[src/rtl/mc_ctrl.sv]
// Multi-cycle MIPS control FSM: IF/ID/EX/MEM/WB with memory wait states.
// Define MC_CTRL_MDU_EN to add mult/div/mfhi/mflo and the MDW wait state.
module mc_ctrl #(
  parameter int MEM_LAT = 1,
  parameter int MDU_LAT = 5
) (
  input  logic        clk,
  input  logic        reset,
  input  logic [31:0] instr,
  output logic [2:0]  state,
  output logic        PCWrite,
  output logic        Branch,
  output logic        IRWrite,
  output logic        RegWrite,
  output logic        MemRead,
  output logic        MemWrite,
  output logic        EXTsign,
  output logic [1:0]  ALUOp,
  output logic        ALUSrc,
  output logic [1:0]  RegDst,
  output logic [1:0]  MemtoReg,
  output logic [1:0]  DMOp,
  output logic [1:0]  NPCOp,
  output logic        md_start,
  output logic [1:0]  md_op,
  output logic        busy
);

  typedef enum logic [2:0] {
    S_IF  = 3'd0,
    S_ID  = 3'd1,
    S_EX  = 3'd2,
    S_MEM = 3'd3,
    S_WB  = 3'd4,
    S_MDW = 3'd5
  } state_t;

  localparam logic [3:0] MEM_LAST = 4'(MEM_LAT - 1);
  localparam logic [3:0] MDU_LAST = 4'(MDU_LAT - 1);

  state_t     cur, nxt;
  logic [3:0] cnt;

  logic [5:0] op, fn;
  logic i_add, i_sub, i_ori, i_lui;
  logic i_ld, i_st, i_beq;
  logic i_j, i_jal, i_jr, i_jalr;
  logic i_md, i_mf;
  logic [1:0] dm_w, md_sel;
  logic is_alu, is_jmp, known;
  logic [1:0] aluop_d;
  logic alusrc_d, ext_d;
  logic mem_last;
  logic unused_bits;

  assign op = instr[31:26];
  assign fn = instr[5:0];
  assign unused_bits = ^instr[25:6];

  always_comb begin
    i_add  = 1'b0;
    i_sub  = 1'b0;
    i_ori  = 1'b0;
    i_lui  = 1'b0;
    i_ld   = 1'b0;
    i_st   = 1'b0;
    i_beq  = 1'b0;
    i_j    = 1'b0;
    i_jal  = 1'b0;
    i_jr   = 1'b0;
    i_jalr = 1'b0;
    i_md   = 1'b0;
    i_mf   = 1'b0;
    dm_w   = 2'd0;
    md_sel = 2'd0;
    case (op)
      6'h00: begin
        case (fn)
          6'h20: i_add  = 1'b1;
          6'h22: i_sub  = 1'b1;
          6'h08: i_jr   = 1'b1;
          6'h09: i_jalr = 1'b1;
`ifdef MC_CTRL_MDU_EN
          6'h18: begin i_md = 1'b1; md_sel = 2'd0; end
          6'h1a: begin i_md = 1'b1; md_sel = 2'd1; end
          6'h10: begin i_mf = 1'b1; md_sel = 2'd2; end
          6'h12: begin i_mf = 1'b1; md_sel = 2'd3; end
`endif
          default: ;
        endcase
      end
      6'h0d: i_ori = 1'b1;
      6'h0f: i_lui = 1'b1;
      6'h23: begin i_ld = 1'b1; dm_w = 2'd0; end
      6'h21: begin i_ld = 1'b1; dm_w = 2'd1; end
      6'h20: begin i_ld = 1'b1; dm_w = 2'd2; end
      6'h2b: begin i_st = 1'b1; dm_w = 2'd0; end
      6'h29: begin i_st = 1'b1; dm_w = 2'd1; end
      6'h28: begin i_st = 1'b1; dm_w = 2'd2; end
      6'h04: i_beq = 1'b1;
      6'h02: i_j   = 1'b1;
      6'h03: i_jal = 1'b1;
      default: ;
    endcase
  end

  assign is_alu = i_add | i_sub | i_ori | i_lui | i_mf;
  assign is_jmp = i_j | i_jal | i_jr | i_jalr;
  assign known  = is_alu | is_jmp | i_ld | i_st | i_beq | i_md;

  // Operand controls are a pure function of the IR so they hold steady
  // from ID until the instruction retires.
  assign aluop_d  = (i_sub | i_beq) ? 2'd1 :
                    i_ori ? 2'd2 :
                    i_lui ? 2'd3 : 2'd0;
  assign alusrc_d = i_ori | i_lui | i_ld | i_st;
  assign ext_d    = i_beq | i_ld | i_st;
  assign mem_last = (cnt == MEM_LAST);

  always_ff @(posedge clk or posedge reset) begin
    if (reset) begin
      cur <= S_IF;
      cnt <= 4'd0;
    end else begin
      cur <= nxt;
      cnt <= (nxt != cur) ? 4'd0 : cnt + 4'd1;
    end
  end

  always_comb begin
    nxt = S_IF;
    unique case (cur)
      S_IF:  nxt = mem_last ? S_ID : S_IF;
      S_ID:  nxt = (is_jmp || !known) ? S_IF : S_EX;
      S_EX: begin
        unique case (1'b1)
          i_beq:        nxt = S_IF;
          is_alu:       nxt = S_WB;
          (i_ld | i_st): nxt = S_MEM;
          i_md:         nxt = S_MDW;
          default:      nxt = S_IF;
        endcase
      end
      S_MEM: nxt = !mem_last ? S_MEM : (i_ld ? S_WB : S_IF);
      S_WB:  nxt = S_IF;
      S_MDW: nxt = (cnt == MDU_LAST) ? S_IF : S_MDW;
      default: nxt = S_IF;
    endcase
  end

  assign state = cur;

  always_comb begin
    PCWrite  = 1'b0;
    Branch   = 1'b0;
    IRWrite  = 1'b0;
    RegWrite = 1'b0;
    MemRead  = 1'b0;
    MemWrite = 1'b0;
    EXTsign  = 1'b0;
    ALUOp    = 2'd0;
    ALUSrc   = 1'b0;
    RegDst   = 2'd0;
    MemtoReg = 2'd0;
    DMOp     = 2'd0;
    NPCOp    = 2'd0;
    md_start = 1'b0;
    md_op    = 2'd0;
    busy     = 1'b0;
    // Reset masks every strobe so nothing leaks out mid-instruction.
    if (!reset) begin
      if (cur != S_IF) begin
        ALUOp   = aluop_d;
        ALUSrc  = alusrc_d;
        EXTsign = ext_d;
        DMOp    = dm_w;
        md_op   = md_sel;
      end
      unique case (cur)
        S_IF: begin
          MemRead = 1'b1;
          if (mem_last) begin
            IRWrite = 1'b1;
            PCWrite = 1'b1;
          end
        end
        S_ID: begin
          if (is_jmp) begin
            PCWrite = 1'b1;
            NPCOp   = (i_jr | i_jalr) ? 2'd3 : 2'd2;
          end
          if (i_jal) begin
            RegWrite = 1'b1;
            RegDst   = 2'd2;
            MemtoReg = 2'd2;
          end
          if (i_jalr) begin
            RegWrite = 1'b1;
            RegDst   = 2'd1;
            MemtoReg = 2'd2;
          end
        end
        S_EX: begin
          if (i_beq) begin
            Branch = 1'b1;
            NPCOp  = 2'd1;
          end
          md_start = i_md;
        end
        S_MEM: begin
          MemRead  = i_ld;
          MemWrite = i_st & mem_last;
        end
        S_WB: begin
          RegWrite = 1'b1;
          RegDst   = (i_add | i_sub | i_mf) ? 2'd1 : 2'd0;
          MemtoReg = i_ld ? 2'd1 : (i_mf ? 2'd3 : 2'd0);
        end
        S_MDW: busy = 1'b1;
        default: ;
      endcase
    end
  end

endmodule

[config.mk]
export PLATFORM = sky130hd
export DESIGN_NAME = mc_ctrl
export DESIGN_NICKNAME = d
export VERILOG_FILES = /design/src/rtl/mc_ctrl.sv
export SDC_FILE = /design/constraint.sdc
export NUM_CORES = 1
export LEC_CHECK = 0
export BUFFER_PORTS_ARGS = -buffer_cell sky130_fd_sc_hd__buf_2
export CAP_MARGIN = 20
export CORE_MARGIN = 10
export CORE_UTILIZATION = 30
export CTS_CLUSTER_SIZE = 20
export DETAILED_ROUTE_END_ITERATION = 8
export SYNTH_ARGS = -nofsm -noshare
export SYNTH_HDL_FRONTEND = slang
export SYNTH_SLANG_ARGS = --single-unit
[constraint.sdc]
create_clock -name clk -period 1.7 [get_ports clk]
set_input_delay 0.255 -clock clk [delete_from_list [all_inputs] [get_ports clk]]
set_output_delay 0.255 -clock clk [all_outputs]
set_load 0.1 [all_outputs]
==> results of run 1 <==
[power groups by stage]
| stage | Combinational [mW] | Sequential (mW) | Clock, mW |
|---|---|---|---|
| 6_report | 1.15 | 0.240 | 0.146 |
| 5_1_grt | 1.18 | 0.241 | 0.159 |
| 4_1_cts | 1.07 | 0.234 | 0.149 |
| 3_5_place_dp | 0.911 | 0.248 | 0 |
| 3_3_place_gp | 0.901 | 0.247 | 0 |
| 2_1_floorplan | 0.566 | 0.333 | 0 |
[stage by stage]
stage	total power [mW]	std cells	TNS [ns]	hold slack [ns]
after floorplan	0.900	107	-6.20	0.0585
after global placement	1.15	197	-1.69	0.266
after detailed placement	1.16	197	-2.77	0.273
after CTS	1.45	213	-1.80	0.0202
after global routing	1.58	213	-3.03	0.0428
final	1.53	213	-2.15	0.0233
[cell families (layout without fill, tap and decap cells)]
| group | count (synthesis) | after routing | share of synthesized area, % |
|---|---|---|---|
| other | 1 | 3 | 0.487 |
| buffers and inverters | 11 | 87 | 6.83 |
| AOI/OAI and AO/OA | 20 | 20 | 17.6 |
| xor gates and xnor gates | 3 | 3 | 3.42 |
| muxes | 1 | 1 | 1.30 |
| DFF | 7 | 7 | 22.8 |
| and+or+nand+nor | 60 | 60 | 44.4 |
| adders and majority gates | 2 | 2 | 3.25 |
[worst min path at each step]
stage,to,slack [ns],startpoint,depth (start not counted)
CTS,state[2],0.02,reset,2
finish,cnt[2],0.02,reset,2
global route,cnt[2],0.04,reset,2
floorplan,cnt[0],0.06,reset,1
global placement,cnt[2],0.27,reset,2
detailed placement,state[2],0.27,reset,2
[critical path, stage by stage, from the launching register on]
cell     delay (ns)
dfrtp_4        0.47
nor3_4         0.06
or3_4          0.40
nor3b_4        0.22
buf_12         0.20
[cell usage after synthesis]
cell type and instances:
o211ai_1 1, o22ai_1 1, nand2b_1 1, or2_2 3
nor4_2 1, buf_4 3, a21oi_1 3, a211oi_1 1
or2b_1 1, a32o_1 1, a31oi_1 2, or4_2 1
and2_1 1, and3_1 4, nor3b_1 2, conb_1 1
nor3b_2 1, o21ai_0 4, nand4_1 1, a21boi_0 1
clkbuf_1 2, or3b_4 1, mux2i_1 1, nor2b_1 5
o21bai_1 1, ha_1 2, a32oi_1 1, nand4b_1 1
o31a_1 1, a22oi_1 1, nand2_1 7, nor4_1 1
xnor2_1 1, a21o_1 1, nor2_1 15, nand3b_1 1
inv_1 6, xor2_1 2, or3_1 1, nor3_2 1
o221ai_1 1, nor3_1 3, nand3_1 7, dfrtp_1 7
and4_1 1
[sequential cells by signal, indices dropped and copies added, names as in the netlist]
register / count
cnt: 4
state: 3
[per-layer routing]
layer	wire (um)	GRT usage, %	vias to the layer above
met4	72	3.87	0
met3	265	4.18	13
met1	1530	15.6	543
met2	1990	26.8	65
li1	-	-	531
met5	0	0	-
[area by class of cell]
class                      instances  area (sq um)  share of cell area [%]
clock buffer                       4          26.3                    1.31
inverter                           6          22.5                    1.13
multi-input combinational         89           890                    44.4
sequential                         7           186                    9.31
tap                               30          37.5                    1.88
timing repair buffer              77           840                    41.9
[timing repair]
item	CTS	global route
buffers inserted	12	3
setup endpoints to repair	18	25
gates resized for setup	33	13
pin swaps	20	11
hold endpoints to repair	0	0
==> impl_metrics.csv, run 1 <==
group,metric,value,unit
yosys,syn_area,769,sq um
final_layout,drive_gt1_share,72.1,%
placement,placed_area,1690,sq um
timing,fmax,0.535,GHz
floorplan,start_util,31.3,%
pwr,p_per_area,765,nW/um^2
worst_setup_path,startpoint_type,"flip-flop",
pwr,cellLeakagePower,0.817,nW
routing,initialDrtViolationCount,56,
final_layout,layout_commonest_cell,"buf_4",
yosys,synth_area_leaders,"dfrtp_1 23%, nor2_1 7.3%, nand3_1 4.6%, nor2b_1 4.1%, nand2_1 3.4%",
floorplan,placementRows,18,
worst_setup_path,critical_path_class,"flip-flop to output port",
timing,setup_violations,19,
floorplan,dieArea,4990,sq um
grt,grt_antenna_before_repair,0,
placement,dp_hpwl,2580,um
floorplan,core_region_area,2450,sq um
routing,drtAntennaViolNets,0,
clocking,h-tree-depth,1,
pwr,seqPwrFrac,15.6,%
pwr,pwr-share-comb,74.8,%
worst_setup_path,cp-startpoint,"state[1]",
placement,io_buffers,35,
yosys,synth_top_area_cell,"dfrtp_1",
status,status,"finished, violations left",
worst_setup_path,ff2ff_path_depth,9,
routing,dr.pass1.iters,5,
clocking,clock_insertion_delay_worst_skew,0.25,ns
yosys,syn-instance-count,105,
status,violations,"negative setup slack",
pwr,p_clk_share,9.5,%
timing,layout_min_cycle_time,1.87,ns
job,cap_violations,0,
clocking,ctsHoldBuffers,0,
yosys,yosysWarnings,0,
yosys,syn_avg_cell_area,7.33,sq um
routing,route.detailed.drc,0,
timing,setup_ws,-0.169,ns
timing,fin_worst_skew,0.00433,ns
grt,grt_start_max_net_pins,8,
worst_setup_path,cp-end-kind,"output port",
worst_setup_path,rr_startpoint,"cnt[0]",
worst_setup_path,rr_endpoint,"state[1]",
final_layout,nets,220,
timing,hold_viol,0,
pwr,p_int,736,uW
grt,grt_pass1_vias,1235,
routing,wl_per_cell,18.1,um
timing,rsz0062_at_grt,"true",
floorplan,die_h,70.6,um
clocking,cts_made_buffers,3,
final_layout,stdcell_area,2000,sq um
grt,grt_pass1_wl,6150,um
yosys,ys_seq_elements,7,
worst_setup_path,worstPathArrival,1.61,ns
yosys,synth.top_cell.area_share,22.8,%
clocking,cts_tree,"built",
worst_setup_path,cp-endpoint,"DMOp[0]",
floorplan,dieWidth,70.6,um
clocking,clockRootBuffer,"clkbuf_4",
routing,wirelength,3860,um
timing,fin_crit_sh,110,%
final_layout,n_antenna_cell,0,
routing,routed_via_density,5.41,
pwr,peakVddDrop,1030,uV
clocking,cts.path.max_buffers,2,
floorplan,boundaryPins,59,
worst_setup_path,critPathRequiredTime,1.44,ns
final_layout,fin_util,81.5,%
pwr,p_sw,795,uW
placement,dp_slack,-0.328,ns
final_layout,synthToLayoutAreaGrowth,160,%
timing,maxSlewViolCount,0,
grt,overflow,0,
grt,grt_use_total,14.5,%
hold_path,hp-class,"primary input to async pin",
worst_setup_path,rrSetupSlack,0.06,ns
routing,vias,1152,
yosys,synthDistinctLibCells,45,
clocking,clock_sinks,7,
clocking,path_clk_slew,0.05,ns
yosys,ys_seq_area_share,22.8,%
pwr,swShare,51.9,%
final_layout,layout_common_cells,"34 x buf_4, 20 x buf_12, 12 x buf_2",
worst_setup_path,cp_max_fo,5,
final_layout,fill_cells,138,
placement,gp_congestion,0.821,
No activity file was read; power rests on OpenSTA's default activity.
==> inputs of run 2 (changes only) <==
--- a/config.mk
+++ b/config.mk
@@ -11,6 +11,8 @@
 export CORE_UTILIZATION = 30
 export CTS_CLUSTER_SIZE = 20
 export DETAILED_ROUTE_END_ITERATION = 8
+export GPL_ROUTABILITY_DRIVEN = 1
+export MAX_ROUTING_LAYER = met4
 export SYNTH_ARGS = -nofsm -noshare
 export SYNTH_HDL_FRONTEND = slang
 export SYNTH_SLANG_ARGS = --single-unit
==> run 2 against run 1 <==
  * The run still ends with negative setup slack left
  * Critical path depth unchanged
  * Non-clock buffer count unchanged
  * Total power about the same
  * Critical path type unchanged
  * Highest routed layer unchanged
==> impl_metrics.csv, run 2 (synthesis gave the netlist of run 1 again) <==
group,metric,value,unit
worst_setup_path,worstPathArrival,1.61,ns
timing,fin_worst_skew,0.00440,ns
clocking,clock_insertion_delay_worst_skew,0.24,ns
routing,vias,1120,
placement,dp_hpwl,2580,um
routing,route.detailed.drc,0,
routing,routed_via_density,5.26,
routing,wl_per_cell,18.2,um
clocking,path_clk_slew,0.05,ns
timing,setup_violations,19,
final_layout,fill_cells,138,
routing,wirelength,3880,um
timing,final.setup.tns,-2.14,ns
clocking,clockRootBuffer,"clkbuf_4",
grt,grt_start_max_net_pins,8,
worst_setup_path,cp_max_fo,5,
timing,setup_ws,-0.168,ns
clocking,cts.path.max_buffers,2,
pwr,total_power,1.53,mW
final_layout,top_register,"cnt",
routing,dr.pass1.iters,4,
timing,rsz0062_at_grt,"true",
timing,fin_crit_sh,110,%
floorplan,dieWidth,70.6,um
final_layout,fin_util,81.5,%
timing,maxSlewViolCount,0,
grt,grt_pass1_vias,1231,
grt,grt_pass1_wl,6170,um
final_layout,layout_common_cells,"34 x buf_4, 20 x buf_12, 12 x buf_2",
final_layout,layout_commonest_cell,"buf_4",
floorplan,placementRows,18,
placement,gp_congestion,0.833,
pwr,p_per_area,765,nW/um^2
worst_setup_path,critical_path_class,"flip-flop to output port",
timing,layout_min_cycle_time,1.87,ns
timing,hold_viol,0,
final_layout,nets,220,
clocking,clock_sinks,7,
routing,drtAntennaViolNets,0,
placement,io_buffers,35,
grt,grt_antenna_before_repair,0,
placement,dp_cells,197,
floorplan,start_util,31.3,%
floorplan,core_region_area,2450,sq um
worst_setup_path,startpoint_type,"flip-flop",
grt,grt_use_total,15.0,%
clocking,cts_tree,"built",
grt,overflow,0,
timing,fmax,0.535,GHz
clocking,cts_made_buffers,3,
final_layout,synthToLayoutAreaGrowth,160,%
routing,initialDrtViolationCount,59,
final_layout,layout.cells.non_filler,213,
job,cap_violations,0,
pwr,peakVddDrop,1030,uV
final_layout,largest_reg_flops,4,
clocking,h-tree-depth,1,
floorplan,die_h,70.6,um
worst_setup_path,cp-end-kind,"output port",
hold_path,hp-class,"primary input to async pin",
worst_setup_path,critPathRequiredTime,1.44,ns
floorplan,boundaryPins,59,
final_layout,drive_gt1_share,72.1,%
pwr,cellLeakagePower,0.817,nW
final_layout,n_antenna_cell,0,
floorplan,dieArea,4990,sq um
status,violations,"negative setup slack",
status,status,"finished, violations left",
==> run 2: cell counts in the layout (fill, tap and decap cells not counted) <==
Identical to the previous run, type by type.
==> run 2: layout make-up <==
cell class / count / area [sq um] / area share [%]
timing repair buffer: 77 / 840 / 41.9
sequential: 7 / 186 / 9.31
tap: 30 / 37.5 / 1.88
clock buffer: 4 / 26.3 / 1.31
multi-input combinational: 89 / 890 / 44.4
inverter: 6 / 22.5 / 1.13
==> run 2: where the power goes <==
| group | leakage [nW] | internal, mW | total (mW) | switching [mW] |
|---|---|---|---|---|
| registers | 0.0905 | 0.195 | 0.239 | 0.0440 |
| clock network | 0.0150 | 0.0892 | 0.145 | 0.0559 |
| logic | 0.712 | 0.452 | 1.15 | 0.695 |
| total | 0.817 | 0.736 | 1.53 | 0.795 |
==> run 2: what timing repair did <==
| item | in CTS | in global routing |
|---|---|---|
| buffers inserted | 12 | 3 |
| pin swaps | 20 | 11 |
| gates resized for setup | 33 | 13 |
| hold buffers | 0 | 0 |
| setup endpoints to repair | 18 | 25 |
==> run 2: routing by layer <==
layer  wire [um]  share of wire, %  GRT usage [%]
met3         233               6.0           4.04
met1        1590                41           15.8
met4          55               1.4           3.44
met2        2000                51           27.0
met5           0                 0              -
==> run 2: worst max-delay path: stages (launching register included) <==
cell,delay [ns]
dfrtp_4,0.47
nor3_4,0.06
or3_4,0.40
nor3b_4,0.22
buf_12,0.20
==> run 2: final timing paths <==
path | start | endpoint | slack (ns) | cells past startpoint
hold reg to reg | cnt[3] | cnt[3] | 0.65 | 2
hold / removal | reset | cnt[2] | 0.02 | 2
setup / recovery | state[1] | DMOp[0] | -0.17 | 4
setup reg to reg | cnt[0] | state[1] | 0.06 | 9
min in group clk | instr[30] | state[1] | 0.54 | 5
max in group asynchronous | reset | state[1] | 1.44 | 2
==> run 2: stage by stage <==
step	hold WS [ns]	setup slack [ns]	cell area, sq um
after global routing	0.0428	-0.217	2000
after global placement	0.266	-0.208	1690
after floorplan	0.0585	-0.646	1010
after detailed placement	0.273	-0.328	1690
final	0.0205	-0.168	2000
after CTS	0.0202	-0.178	1950
